--- src/rtl/calc_pkg.sv ---
// Shared opcodes, status codes and state encoding for the calculator sequencer.
package calc_pkg;

  localparam int unsigned OP_W  = 3;
  localparam int unsigned ERR_W = 2;

  localparam logic [OP_W-1:0] OP_ADD     = 3'd0;
  localparam logic [OP_W-1:0] OP_SUB     = 3'd1;
  localparam logic [OP_W-1:0] OP_MUL     = 3'd2;
  localparam logic [OP_W-1:0] OP_DIV     = 3'd3;
  localparam logic [OP_W-1:0] OP_AND     = 3'd4;
  localparam logic [OP_W-1:0] OP_OR      = 3'd5;
  localparam logic [OP_W-1:0] OP_XOR     = 3'd6;
  localparam logic [OP_W-1:0] OP_ILLEGAL = 3'd7;

  localparam logic [ERR_W-1:0] ERR_NONE    = 2'd0;
  localparam logic [ERR_W-1:0] ERR_DIV0    = 2'd1;
  localparam logic [ERR_W-1:0] ERR_TIMEOUT = 2'd2;
  localparam logic [ERR_W-1:0] ERR_ILLEGAL = 2'd3;

  typedef enum logic [2:0] {
    ST_IDLE     = 3'd0,
    ST_GET_A    = 3'd1,
    ST_GET_B    = 3'd2,
    ST_CHECK    = 3'd3,
    ST_EXEC     = 3'd4,
    ST_WAIT_ALU = 3'd5,
    ST_WRITE    = 3'd6,
    ST_DONE     = 3'd7
  } state_e;

  // A division whose divisor register holds zero must not reach the ALU.
  function automatic logic is_div_by_zero(input logic [OP_W-1:0] op, input logic b_zero);
    return (op == OP_DIV) && b_zero;
  endfunction

endpackage

--- src/rtl/calc_timeout_counter.sv ---
// Cycle counter bounding how long the sequencer waits for the ALU.
module calc_timeout_counter #(
  parameter int unsigned TIMEOUT = 64
) (
  input  logic clk,
  input  logic reset,
  input  logic clear_i,
  input  logic en_i,
  output logic expired_o
);

  localparam int unsigned CNT_W = $clog2(TIMEOUT + 1);

  logic [CNT_W-1:0] cnt_q;
  logic [CNT_W-1:0] cnt_d;
  logic             expired_q;
  logic             expired_d;

  // Next count: clear wins over increment; expiry tracks the next count.
  always_comb begin
    cnt_d = cnt_q;
    if (clear_i) begin
      cnt_d = '0;
    end else if (en_i) begin
      cnt_d = cnt_q + CNT_W'(1);
    end
    expired_d = (cnt_d == CNT_W'(TIMEOUT - 1));
  end

  // Count and registered expiry flag (flag equals cnt_q == TIMEOUT-1).
  always_ff @(posedge clk) begin
    if (reset) begin
      cnt_q     <= '0;
      expired_q <= 1'(TIMEOUT == 1);
    end else begin
      cnt_q     <= cnt_d;
      expired_q <= expired_d;
    end
  end

  assign expired_o = expired_q;

endmodule

--- src/rtl/calc_sequencer.sv ---
// Control FSM for the calculator datapath: opcode/operand handshakes,
// register load enables, ALU start/wait with timeout, and result status.
module calc_sequencer
  import calc_pkg::*;
#(
  parameter int unsigned TIMEOUT = 64
) (
  input  logic       clk,
  input  logic       reset,
  input  logic       op_valid,
  output logic       op_ready,
  input  logic [2:0] op_code,
  input  logic       opnd_valid,
  output logic       opnd_ready,
  output logic       load_a,
  output logic       load_b,
  input  logic       b_is_zero,
  output logic [2:0] alu_op,
  output logic       alu_start,
  input  logic       alu_done,
  output logic       load_result,
  output logic       busy,
  output logic       result_valid,
  output logic [1:0] result_err,
  input  logic       result_ack
);

  state_e            state_q;
  state_e            state_d;
  logic [OP_W-1:0]   op_q;
  logic [OP_W-1:0]   op_d;
  logic [ERR_W-1:0]  err_q;
  logic [ERR_W-1:0]  err_d;

  logic              cnt_clear;
  logic              cnt_en;
  logic              tmo_expired;

  calc_timeout_counter #(
    .TIMEOUT(TIMEOUT)
  ) u_timeout (
    .clk      (clk),
    .reset    (reset),
    .clear_i  (cnt_clear),
    .en_i     (cnt_en),
    .expired_o(tmo_expired)
  );

  // State, latched opcode and status registers.
  always_ff @(posedge clk) begin
    if (reset) begin
      state_q <= ST_IDLE;
      op_q    <= OP_ADD;
      err_q   <= ERR_NONE;
    end else begin
      state_q <= state_d;
      op_q    <= op_d;
      err_q   <= err_d;
    end
  end

  // Next-state, opcode latch and status decisions.
  always_comb begin
    state_d = state_q;
    op_d    = op_q;
    err_d   = err_q;
    unique case (state_q)
      ST_IDLE: begin
        if (op_valid) begin
          op_d = op_code;
          if (op_code == OP_ILLEGAL) begin
            state_d = ST_DONE;
            err_d   = ERR_ILLEGAL;
          end else begin
            state_d = ST_GET_A;
          end
        end
      end
      ST_GET_A: begin
        if (opnd_valid) state_d = ST_GET_B;
      end
      ST_GET_B: begin
        if (opnd_valid) state_d = ST_CHECK;
      end
      ST_CHECK: begin
        if (is_div_by_zero(op_q, b_is_zero)) begin
          state_d = ST_DONE;
          err_d   = ERR_DIV0;
        end else begin
          state_d = ST_EXEC;
        end
      end
      ST_EXEC: begin
        state_d = ST_WAIT_ALU;
      end
      ST_WAIT_ALU: begin
        // A completion on the final allowed cycle still counts as success.
        if (alu_done) begin
          state_d = ST_WRITE;
        end else if (tmo_expired) begin
          state_d = ST_DONE;
          err_d   = ERR_TIMEOUT;
        end
      end
      ST_WRITE: begin
        state_d = ST_DONE;
        err_d   = ERR_NONE;
      end
      ST_DONE: begin
        if (result_ack) begin
          state_d = ST_IDLE;
          err_d   = ERR_NONE;
        end
      end
      default: begin
        state_d = ST_IDLE;
      end
    endcase
  end

  // Handshake readies and one-hot load/start strobes decoded from state.
  always_comb begin
    op_ready     = 1'b0;
    opnd_ready   = 1'b0;
    load_a       = 1'b0;
    load_b       = 1'b0;
    alu_start    = 1'b0;
    load_result  = 1'b0;
    result_valid = 1'b0;
    busy         = (state_q != ST_IDLE);
    cnt_clear    = 1'b0;
    cnt_en       = 1'b0;
    unique case (state_q)
      ST_IDLE:     op_ready = 1'b1;
      ST_GET_A: begin
        opnd_ready = 1'b1;
        load_a     = opnd_valid;
      end
      ST_GET_B: begin
        opnd_ready = 1'b1;
        load_b     = opnd_valid;
      end
      ST_EXEC: begin
        alu_start = 1'b1;
        cnt_clear = 1'b1;
      end
      ST_WAIT_ALU: cnt_en       = 1'b1;
      ST_WRITE:    load_result  = 1'b1;
      ST_DONE:     result_valid = 1'b1;
      default:     ;
    endcase
  end

  assign alu_op     = op_q;
  assign result_err = err_q;

endmodule

--- config.mk ---
export PLATFORM = sky130hd
export DESIGN_NAME = calc_sequencer
export DESIGN_NICKNAME = d
export VERILOG_FILES = /design/src/rtl/calc_pkg.sv /design/src/rtl/calc_timeout_counter.sv /design/src/rtl/calc_sequencer.sv
export SDC_FILE = /design/constraint.sdc
export NUM_CORES = 1
export LEC_CHECK = 0
export CAP_MARGIN = 5
export CORE_ASPECT_RATIO = 1.4
export CORE_MARGIN = 1.5
export CORE_UTILIZATION = 45
export DETAILED_ROUTE_END_ITERATION = 12
export DONT_BUFFER_PORTS = 1
export PLACE_DENSITY_LB_ADDON = 0.15
export SLEW_MARGIN = 20
export SYNTH_ARGS = -nofsm -noshare
export SYNTH_HDL_FRONTEND = slang
export SYNTH_HIERARCHICAL = 1
export SYNTH_SLANG_ARGS = --single-unit
--- constraint.sdc ---
create_clock -name clk -period 2.1 [get_ports clk]
set_input_delay 0.42 -clock clk [delete_from_list [all_inputs] [get_ports clk]]
set_output_delay 0.42 -clock clk [all_outputs]
set_load 0.05 [all_outputs]
======== Word level (Yosys, flattened, before mapping) ========
Cells that the tools add are included.
cells by class
  $add $sub $neg .......................... 1
  mux-type cells .......................... 26
  equal/unequal tests ..................... 19
  reduce and logical (&&, ||, !) cells .... 8
operator list
  kind                                                                     number
  3-bit one-hot mux with 8 select lines                                    1
  3-bit two-way mux                                                        7
  3-bit == test, second input constant                                     5
  2-bit two-way mux                                                        7
  7-bit two-way mux                                                        2
  2-bit inequality test, second input constant                             7
  2-bit one-hot mux with 5 select lines                                    1
  3-bit by 2-bit == test with 1-bit output, second input constant          3
  1-bit two-way mux                                                        8
  7-bit by 1-bit adder with 7-bit output, second input constant            1
  7-bit by 6-bit == test with 1-bit output, second input constant          1
  7-bit AND reduction                                                      1
  5-bit AND reduction                                                      1
  5-bit nonzero test                                                       1
  3-bit by 1-bit == test with 1-bit output, second input constant          1
  3-bit logical NOT                                                        1
  3-bit by 2-bit inequality test with 1-bit output, second input constant  1
  3-bit nonzero test                                                       1
  2-bit by 1-bit inequality test with 1-bit output, second input constant  1
  2-bit AND reduction                                                      1
  2-bit OR reduction                                                       1
  1-bit logical AND                                                        1
storage, ports and cells
  output and inout port bits .............. 13
  logic and storage cells ................. 59
  register bits after elaboration ......... 16

======== Logic depth before layout (Yosys ltp) ========
Gate-level depths: netlist of the first run.
  depth in word-level cells ............... 5
  depth in mapped cells ................... 7
  gate-level depth less buffers ........... 5

======== Modules after synthesis ========
The synthesis of the first run kept the hierarchy.
by module, submodules not included
  module                area each (um^2)  cells each  instances  sequential area each (um^2)
  calc_sequencer        656.9             80          1          160.2
  calc_timeout_counter  450.4             46          1          160.2

======== Worst setup path after synthesis of the first run ========
OpenSTA, ideal clock, no wires.
  kind .................................... reg2out
  from .................................... reg state_q[0]
  to ...................................... out busy
  stages on the path, launching flop included .. 4
  arrival time ............................ 1.677 ns
  slack ................................... 0.003 ns
  path through ............................ dfxtp_1 > buf_6 > nor3_2 > inv_1
between the ends
  word-level cells in the longest chain between the ends .. 1
ends and longest elaborated chain
  what                    RTL line               text
  from (decl)             calc_sequencer.sv:28   state_e state_q;
  from (signal assigned)  calc_sequencer.sv:56   state_q <= state_d;
  3-bit nonzero test      calc_sequencer.sv:130  busy = (state_q != ST_IDLE);
  to (decl)               calc_sequencer.sv:22   output logic busy,
No other way between the ends.

======== Final worst setup path of the first run ========
  from .................................... reg state_q[1]
  to ...................................... out opnd_ready
between the ends
  word-level cells in the longest chain between the ends .. 3
ends and longest elaborated chain
  what                                                                                                  RTL line               text
  3-bit by 2-bit == test with 1-bit output or 3-bit by 1-bit == test with 1-bit output (tied branches)  calc_sequencer.sv:133  unique case (state_q)
  2-bit OR reduction (no source line) *                                                                 --
  1-bit two-way mux *                                                                                   calc_sequencer.sv:133
  to (decl)                                                                                             calc_sequencer.sv:14   output logic opnd_ready,
Mark *: on every way between the ends. The rest lies on a longest branch, timed or not.

==> results of run 1 <==
-- cell families after synthesis --
logic type                 share of synthesized area, %
AOI/OAI and AO/OA                                  25.4
DFF                                                28.9
muxes                                              4.07
xor gates and xnor gates                           1.58
adders and majority gates                          1.13
buffers and inverters                              7.80
and+or+nand+nor                                    31.1
-- layout make-up --
cell class / instances / area share, %
Multi-Input combinational cell: 95 / 57.8
Sequential cell: 16 / 26.4
Timing Repair Buffer: 13 / 8.05
Clock buffer: 4 / 2.99
Inverter: 7 / 2.37
Tap cell: 23 / 2.37
-- layer usage --
layer / vias to the layer above / track usage, % / share of wire (%)
met1: 446 / 19.3 / 42
met5: - / 0 / 0
met4: 0 / 11.3 / 2.7
met2: 18 / 30.6 / 51
met3: 6 / 3.47 / 3.9
li1: 478 / - / -
-- critical path: stages, from the launching register on --
cell     delay [ns]
dfxtp_1        0.33
buf_4          0.22
or2b_1         0.31
a21oi_1        0.14
buf_4          0.21
-- final timing paths --
check | endpoint | slack [ns] | cells past startpoint
worst max-delay path | opnd_ready | 0.18 | 4
worst min-delay path | state_q[0] | 0.19 | 1
worst max register to register | u_timeout/expired_o | 0.44 | 4
worst min register to register | u_timeout/cnt_q[6] | 0.50 | 2
-- power breakdown --
part	switching, uW	internal, uW	total, uW
registers	88.3	345	434
clock network	94.9	106	201
logic	413	226	640
total	597	677	1270
-- per-stage QoR --
step	power (uW)	cells	instance area [sq um]	util (%)
floorplan	975	126	1110	-
global placement	1080	154	1180	49.7
detailed placement	1080	154	1180	49.7
CTS	1290	158	1210	51.3
global route	1360	158	1210	51.3
finish	1270	158	1210	51.3
-- layout by cell type, fill, tap and decap left out, types with 2 or more instances in the layout --
master / netlist / routed
nand3_1: 5 / 5
nand4b_1: 2 / 2
buf_4: 1 / 13
a211oi_2: 3 / 3
or2b_1: 2 / 2
inv_1: 6 / 6
o21ai_1: 4 / 4
o21ai_0: 4 / 4
a21oi_1: 8 / 8
nand4_1: 2 / 2
clkbuf_4: 0 / 3
dfxtp_1: 16 / 16
or3b_1: 3 / 3
nand2b_1: 4 / 4
or2_2: 2 / 2
nand2_1: 9 / 9
and3b_2: 2 / 2
or3_1: 2 / 2
and3b_1: 2 / 2
mux2i_1: 3 / 3
nor2_1: 8 / 8
o32a_1: 2 / 2
nor3_1: 2 / 2
-- sequential cells by signal, summed over array words and instances (netlist names) --
signal               count
result_err               2
alu_op                   3
state_q                  3
u_timeout/cnt_q          7
u_timeout/expired_o      1
-- synthesized netlist by cell type (3+ instances only) --
cell type	count
a211oi_2	3
a21oi_1	8
buf_6	3
dfxtp_1	16
inv_1	6
mux2i_1	3
nand2_1	9
nand2b_1	4
nand3_1	5
nor2_1	8
o21ai_0	4
o21ai_1	4
or3b_1	3
==> metrics, run 1 <==
status=finished, final reports clean; number of synthesized flops with an enable pin=0; fin nets=147; die area=0.00277 sq mm; fmax=0.522 GHz; library cells used by synthesis=53; Synth-to-Final Area Change=9.49%; final worst setup slack=0.184 ns; share of layout cells above drive strength 1=27.4%; top-area cell type share of the netlist area=28.9%; hold buffers post-CTS=0; post-CTS setup buffer count=0; Leak=0.000469 uW; crit path launch type=register; core box area=0.00236 sq mm; Pwr Density=1050 mW/mm^2; Slew headroom=65.1%; clock buffer depth=2; Total GRT Usage=17.6%; cell taking the most area after synthesis=dfxtp_1; Worst Hold Class=in2reg; initial DRC count=18; Rows=21; Least-Margin Pin Slew=0.523 ns; diodes inserted=0; Slew Limit Fails=0; mean cell area of the mapped netlist=8.79 sq um; period utilisation layout=91.2%; footprint of the multi-input gates=701 sq um; register area share after synthesis=28.9%; CP Capture Type=output pin; width of the die=44.9 microns; Setup CP Type=reg2out; Worst Setup SP=state_q[1]; Port Buf Inserts=0; drt drc=0; ANT nets after route=0; critical path peak fanout=15; Worst Hold Launch=reset; main flop type after synthesis=dfxtp_1; global-route wire length before repair=3570 microns; GP Congestion=0.798; Synth Instances=126; largest net degree at the start of global routing=21; Crit path required time=1.68 ns; cts repair resizes=0; vias per cell=6.00; clock sinks=16; Fillers=224; vias=948; Clock Pin Slew Worst Setup and Hold Paths=0.09 ns; RSZ-0062 raised after global routing=no; Critical Path AT=1.50 ns; Hold Vio Cnt, Final=0; die height=61.7 microns; WL final=2230 microns; drt pass-1 iters=4; Worst-Skew Late Latency=0.29 ns; Initial Util=46.8%; Placement Setup Slack=0.441 ns; RR Startpoint=state_q[1]; max_cap viols=0; ranking of synthesized cells by area=dfxtp_1 (29%), a21oi_1 (3.6%), a211oi_2 (3.4%); TritonCTS buffer count=3; vias in the first global route=837; antenna violations before repair=0; Sum Neg Setup Slack=0 ns; final worst path period need=1.92 ns; Max Clock Skew=0.00114 ns; synthesized flop and latch total=16; Async SR Flop Fraction=0%; WHS=0.185 ns; Worst IR Drop VDD=0.000395 V; H-tree depth=1; Register Area=320 sq um; DR WL/cell=14.1 microns; setup violators final=0; Syn Std Cell Area=0.00111 sq mm; estimated wirelength of the detail-placed design=1720 microns; synthesized net count=137; synth warn=6; I/O Pins=23; Root Driver=clkbuf_4; total gr overflow=0; CTS tree=built
Note: power is estimated with default switching activity, not from simulation.
==> run 2: changes to the inputs <==
--- a/config.mk
+++ b/config.mk
@@ -8,7 +8,7 @@
 export CAP_MARGIN = 5
 export CORE_ASPECT_RATIO = 1.4
 export CORE_MARGIN = 1.5
-export CORE_UTILIZATION = 45
+export CORE_UTILIZATION = 60
 export DETAILED_ROUTE_END_ITERATION = 12
 export DONT_BUFFER_PORTS = 1
 export PLACE_DENSITY_LB_ADDON = 0.15
==> constraint.sdc (replaced) <==
create_clock -name clk -period 2.1 [get_ports clk]
set_input_delay 0.21 -clock clk [delete_from_list [all_inputs] [get_ports clk]]
set_output_delay 0.21 -clock clk [all_outputs]
set_load 0.05 [all_outputs]
==> metrics, run 2 (synthesized netlist as in run 1, its figures left out) <==
DR WL/cell=15.1 microns (+7.1%); drt drc=0 (unchanged); CTS tree=built; estimated wirelength of the detail-placed design=1800 microns (+4.2%); Leak=0.000466 uW (-0.64%); H-tree depth=1 (unchanged); max_cap viols=0 (unchanged); Max Clock Skew=0.00843 ns (+0.00729 ns); period utilisation layout=82.7% (-8.5 points); Sum Neg Setup Slack=0 ns (unchanged); Largest register FFs=7 (unchanged); core box area=0.00176 sq mm (-26%); die height=53.8 microns (-13%); NetSw=597 uW (about the same); commonest non-fill, non-tap cells in the layout=dfxtp_1 (16), buf_4 (13), nand2_1 (9); critical path peak fanout=15 (unchanged); post-CTS setup buffer count=0 (unchanged); Setup CP Type=reg2out; global-route wire length before repair=3550 microns (-0.78%); fin nets=148 (+0.68%); sequential power share=35.2% (+1.2 points); Port Buf Inserts=0 (unchanged); Synth-to-Final Area Change=8.81%; power share of the combinational group=52.2% (+2.0 points); share of layout cells above drive strength 1=26.7% (-0.74 points); vias=964 (+1.7%); cts repair resizes=0 (unchanged); Fillers=148 (-34%); Root Driver=clkbuf_4; Least-Margin Pin Slew=0.528 ns (+0.00531 ns); Initial Util=63.0% (+16 points); Rows=18 (-14%); Pwr Density=1030 mW/mm^2 (-2.4%); CP Capture Type=output pin; Slew Limit Fails=0 (unchanged); switching share of power=48.3% (+1.4 points); Worst-Skew Late Latency=0.28 ns (about the same); RSZ-0062 raised after global routing=no; total gr overflow=0 (unchanged); Worst Hold Class=in2reg; clock buffer depth=2 (unchanged); Slew headroom=64.7% (-0.35 points); fmax=0.576 GHz (+10%); Worst IR Drop VDD=0.000726 V (+84%); antenna violations before repair=0 (unchanged); largest net degree at the start of global routing=21 (unchanged); width of the die=39.3 microns (-13%); Critical Path AT=1.53 ns (+0.03 ns); vias per cell=6.22 (+3.7%); Internal=640 uW (-5.6%); Total GRT Usage=24.8% (+7.1 points); initial DRC count=10 (-8); Hold Vio Cnt, Final=0 (unchanged); total power=1240 uW (-3.0%); crit path launch type=register; status=finished, final reports clean; diodes inserted=0 (unchanged); ANT nets after route=0 (unchanged); setup violators final=0 (unchanged); hold buffers post-CTS=1 (+1); die area=0.00212 sq mm (-24%); TritonCTS buffer count=3 (unchanged); WL final=2340 microns (+5.1%); footprint of the multi-input gates=701 sq um (unchanged); Most flops, register=u_timeout/cnt_q; Clock Power Share=12.6% (-3.1 points); clock sinks=16 (unchanged); vias in the first global route=822 (-1.8%); Crit path required time=1.89 ns (+0.21 ns); final worst path period need=1.74 ns (-0.179 ns); commonest non-fill, non-tap cell in the layout=dfxtp_1; Register Area=320 sq um (unchanged); I/O Pins=23 (unchanged); GP Congestion=0.698 (-13%); drt pass-1 iters=4 (unchanged); Clock Pin Slew Worst Setup and Hold Paths=0.09 ns (about the same)
==> run 2: path summary, 6_finish.rpt <==
path | from | slack, ns | endpoint | depth (start not counted)
worst min register to register | u_timeout/cnt_q[6] | 0.49 | u_timeout/cnt_q[6] | 2
worst max-delay path | state_q[1] | 0.36 | load_result | 3
worst max register to register | alu_op[2] | 0.48 | state_q[0] | 4
worst min-delay path | op_code[0] | 0.06 | alu_op[0] | 2
==> run 2: per-stage QoR <==
| step | area, sq um | utilization [%] | hold slack [ns] | setup slack [ns] | instances |
|---|---|---|---|---|---|
| floorplan | 1110 | - | 0.358 | 0.159 | 126 |
| finish | 1200 | 68.6 | 0.0618 | 0.363 | 155 |
| global placement | 1170 | 66.7 | 0.278 | 0.578 | 151 |
| CTS | 1200 | 68.6 | 0.0561 | 0.358 | 155 |
| global route | 1200 | 68.6 | 0.0621 | 0.290 | 155 |
| detailed placement | 1170 | 66.7 | 0.279 | 0.519 | 151 |
==> run 2: power groups by stage <==
stage	clock (uW)	sequential (uW)	combinational, uW
after global placement	0	440	627
final	155	435	645
after detailed placement	0	443	639
after floorplan	0	463	512
after CTS	161	436	646
after global routing	172	441	693
==> run 2: per-layer routing <==
layer | global-route usage (%) | wire length (microns) | share of wire [%]
met5 | 0 | 0 | 0
met4 | 10.3 | 14 | 0.60
met3 | 3.72 | 62 | 2.6
met2 | 47.5 | 1310 | 56
met1 | 25.4 | 952 | 41
==> run 2: worst max-delay path: stages, from the launching register on <==
cell	delay (ns)
dfxtp_1	0.35
buf_4	0.23
nor2b_1	0.21
and2_1	0.46
==> run 2: layout make-up <==
| type | count | share of cell area [%] |
|---|---|---|
| inverters | 7 | 2.39 |
| well taps | 20 | 2.08 |
| repair buffers | 14 | 8.93 |
| multi-input cells | 95 | 58.2 |
| flip-flops and latches | 16 | 26.6 |
| clock buffers | 3 | 1.87 |
==> run 3: changes to the inputs <==
--- a/config.mk
+++ b/config.mk
@@ -5,10 +5,11 @@
 export SDC_FILE = /design/constraint.sdc
 export NUM_CORES = 1
 export LEC_CHECK = 0
+export ABC_AREA = 1
 export CAP_MARGIN = 5
 export CORE_ASPECT_RATIO = 1.4
 export CORE_MARGIN = 1.5
-export CORE_UTILIZATION = 60
+export CORE_UTILIZATION = 55
 export DETAILED_ROUTE_END_ITERATION = 12
 export DONT_BUFFER_PORTS = 1
 export PLACE_DENSITY_LB_ADDON = 0.15
==> constraint.sdc (replaced) <==
create_clock -name clk -period 1.42 [get_ports clk]
set_input_delay 0.142 -clock clk [delete_from_list [all_inputs] [get_ports clk]]
set_output_delay 0.142 -clock clk [all_outputs]
set_load 0.05 [all_outputs]
==> metrics, run 3 <==
status=complete, but fails checks; failing checks=negative setup slack; ranking of synthesized cells by area=dfxtp_1 (31%), nand2_1 (11%), nor2_1 (9.0%); vias per cell=5.71 (-8.2%); initial DRC count=50 (+40); library cells used by synthesis=28 (-47%); worst reg2reg path depth=9 (+5); Port Buf Inserts=0 (unchanged); Slew headroom=78.4% (+14 points); die height=54.6 microns (+1.5%); diodes inserted=0 (unchanged); DR WL/cell=15.9 microns (+5.3%); vias in the first global route=1070 (+30%); synthesized flop and latch total=16 (unchanged); total gr overflow=0 (unchanged); mean cell area of the mapped netlist=6.67 sq um (-24%); TritonCTS buffer count=3 (unchanged); number of synthesized flops with an enable pin=0 (unchanged); estimated wirelength of the detail-placed design=2070 microns (+15%); synthesized net count=168 (+23%); Synth Instances=157 (+25%); synth warn=6 (unchanged); largest net degree at the start of global routing=11 (-48%); max_cap viols=0 (unchanged); fmax=0.676 GHz; commonest non-fill, non-tap cell in the layout=nand2_1; global-route wire length before repair=4440 microns (+25%); Fillers=98 (-34%); Rows=18 (unchanged); met2 wire length=1940 microns (+47%); Slew Limit Fails=0 (unchanged); Worst IR Drop VDD=0.00199 V (+170%); register area share after synthesis=30.6% (+1.7 points); Met1 Wirelength=1140 microns (+19%); clock buffer depth=2 (unchanged); width of the die=39.9 microns (+1.5%); vias=1210 (+26%); Synth-to-Final Area Change=45.9%; main flop type after synthesis=dfxtp_1; commonest non-fill, non-tap cells in the layout=nand2_1 (31), nor2_1 (19), buf_4 (18); Max Clock Skew=0.00951 ns (+0.00108 ns); final worst path period need=1.48 ns; core box area=0.00178 sq mm (+1.3%); top-area cell type share of the netlist area=30.6% (+1.7 points); CTS tree=built; final worst setup slack=-0.0589 ns (-0.422 ns); RR Startpoint=state_q[0]; Worst-Skew Late Latency=0.29 ns (about the same); Pwr Density=2250 mW/mm^2 (+120%); Critical Path AT=1.66 ns (+0.13 ns); Placement Setup Slack=0.0272 ns (-0.492 ns); die area=0.00218 sq mm (+3.0%); DR top layer=met4; ANT nets after route=0 (unchanged); placed cell areas=0.00123 sq mm (+5.2%); RSZ-0062 raised after global routing=yes; drt drc=0 (unchanged); hold path depth=2 (unchanged); Async SR Flop Fraction=0% (unchanged); Setup CP Type=reg2reg; crit path launch type=register; period utilisation layout=104%; reg2reg setup slack=-0.06 ns (-0.54 ns); WL final=3380 microns (+44%); fin area=0.00153 sq mm (+27%); Worst Hold Class=in2reg; share of layout cells above drive strength 1=41.1% (+14 points); H-tree depth=1 (unchanged); Critical Path End=state_q[0]; fin nets=204 (+38%); Leak=0.000697 uW (+50%); Largest register FFs=7 (unchanged); cell taking the most area after synthesis=dfxtp_1; R2R Path End=state_q[0]; drt pass-1 iters=4 (unchanged); CP Capture Type=register; Initial Util=58.9% (-4.2 points); Crit path required time=1.60 ns (-0.29 ns); most frequent cell after synthesis=nand2_1; antenna violations before repair=0 (unchanged); GP Congestion=0.825 (+18%); critical path peak fanout=4 (-11); I/O Pins=23 (unchanged); setup violators final=6 (+6); Post-synth top cells=nand2_1 (32), nor2_1 (25), inv_1 (17); Root Driver=clkbuf_4; total power=3440 uW (+180%); WHS=0.0173 ns (-0.0446 ns); Hold Vio Cnt, Final=0 (unchanged); clock sinks=16 (unchanged); Clock Pin Slew Worst Setup and Hold Paths=0.08 ns (about the same); Most flops, register=u_timeout/cnt_q; routed wl met3=148 microns (+140%); Total GRT Usage=30.2% (+5.5 points); Syn Std Cell Area=0.00105 sq mm (-5.4%); Least-Margin Pin Slew=0.324 ns (-0.204 ns); Worst Setup SP=state_q[0]
[run 3: kinds of logic (layout without fill, tap and decap cells)]
logic type / count (synthesis) / after routing / synth area share [%]
buffers and inverters: 22 / 57 / 9.32
AND/OR/NAND/NOR: 101 / 101 / 48.9
flip-flops: 16 / 16 / 30.6
AO/OA/AOI/OAI: 16 / 16 / 9.20
adder cells (fa/ha/maj): 1 / 1 / 1.19
XOR/XNOR: 1 / 1 / 0.836
[run 3: worst max-delay path, cell delays in order (launching register included)]
cell and delay [ns]:
dfxtp_4 0.37, buf_6 0.13, nor2_4 0.14, nor2_2 0.07
buf_4 0.13, buf_4 0.12, nand3_1 0.14, nand2_4 0.08
nor2_1 0.13, nor2_1 0.07
[run 3: metrics by stage]
stage | setup TNS [ns] | cells | util (%)
6_report | -0.196 | 212 | 85.9
5_1_grt | -0.767 | 212 | 85.9
4_1_cts | -0.0290 | 206 | 75.4
3_5_place_dp | 0 | 196 | 69.3
3_3_place_gp | 0 | 196 | 69.3
2_1_floorplan | -0.547 | 157 | -
[run 3: per-layer routing]
layer | vias to the layer above | GRT usage (%)
met5 | - | 0
met4 | 0 | 16.7
met3 | 17 | 3.25
met2 | 47 | 55.6
met1 | 564 | 31.6
li1 | 582 | -
[run 3: worst min-delay path by stage]
| stage | start | endpoint | slack [ns] |
|---|---|---|---|
| floorplan | reset | alu_op[1] | 0.21 |
| global placement | reset | state_q[2] | 0.22 |
| detailed placement | reset | state_q[2] | 0.22 |
| CTS | op_code[1] | alu_op[1] | 0.01 |
| global route | op_valid | alu_op[2] | 0.04 |
| finish | op_code[1] | alu_op[1] | 0.02 |
[run 3: cell type report]
cell class / count / area, sq um / share of cell area, %
Clock buffer: 4 / 36.3 / 2.38
Inverter: 20 / 82.6 / 5.41
Multi-Input combinational cell: 119 / 734 / 48.1
Sequential cell: 16 / 327 / 21.4
Tap cell: 20 / 25.0 / 1.64
Timing Repair Buffer: 33 / 323 / 21.1
[run 3: repair_timing]
action | CTS | global route
cloned | 0 | 0
pin swaps | 3 | 14
setup endpoints to repair | 3 | 14
resized for setup | 8 | 34
hold endpoints to repair | 6 | 0
buffers inserted | 5 | 6
hold buffers | 1 | 0
[run 3: power by group]
| group | internal [uW] | switching [uW] | total [uW] |
|---|---|---|---|
| clock network | 156 | 145 | 301 |
| registers | 541 | 82.4 | 623 |
| logic | 1010 | 1500 | 2510 |
| total | 1710 | 1720 | 3440 |
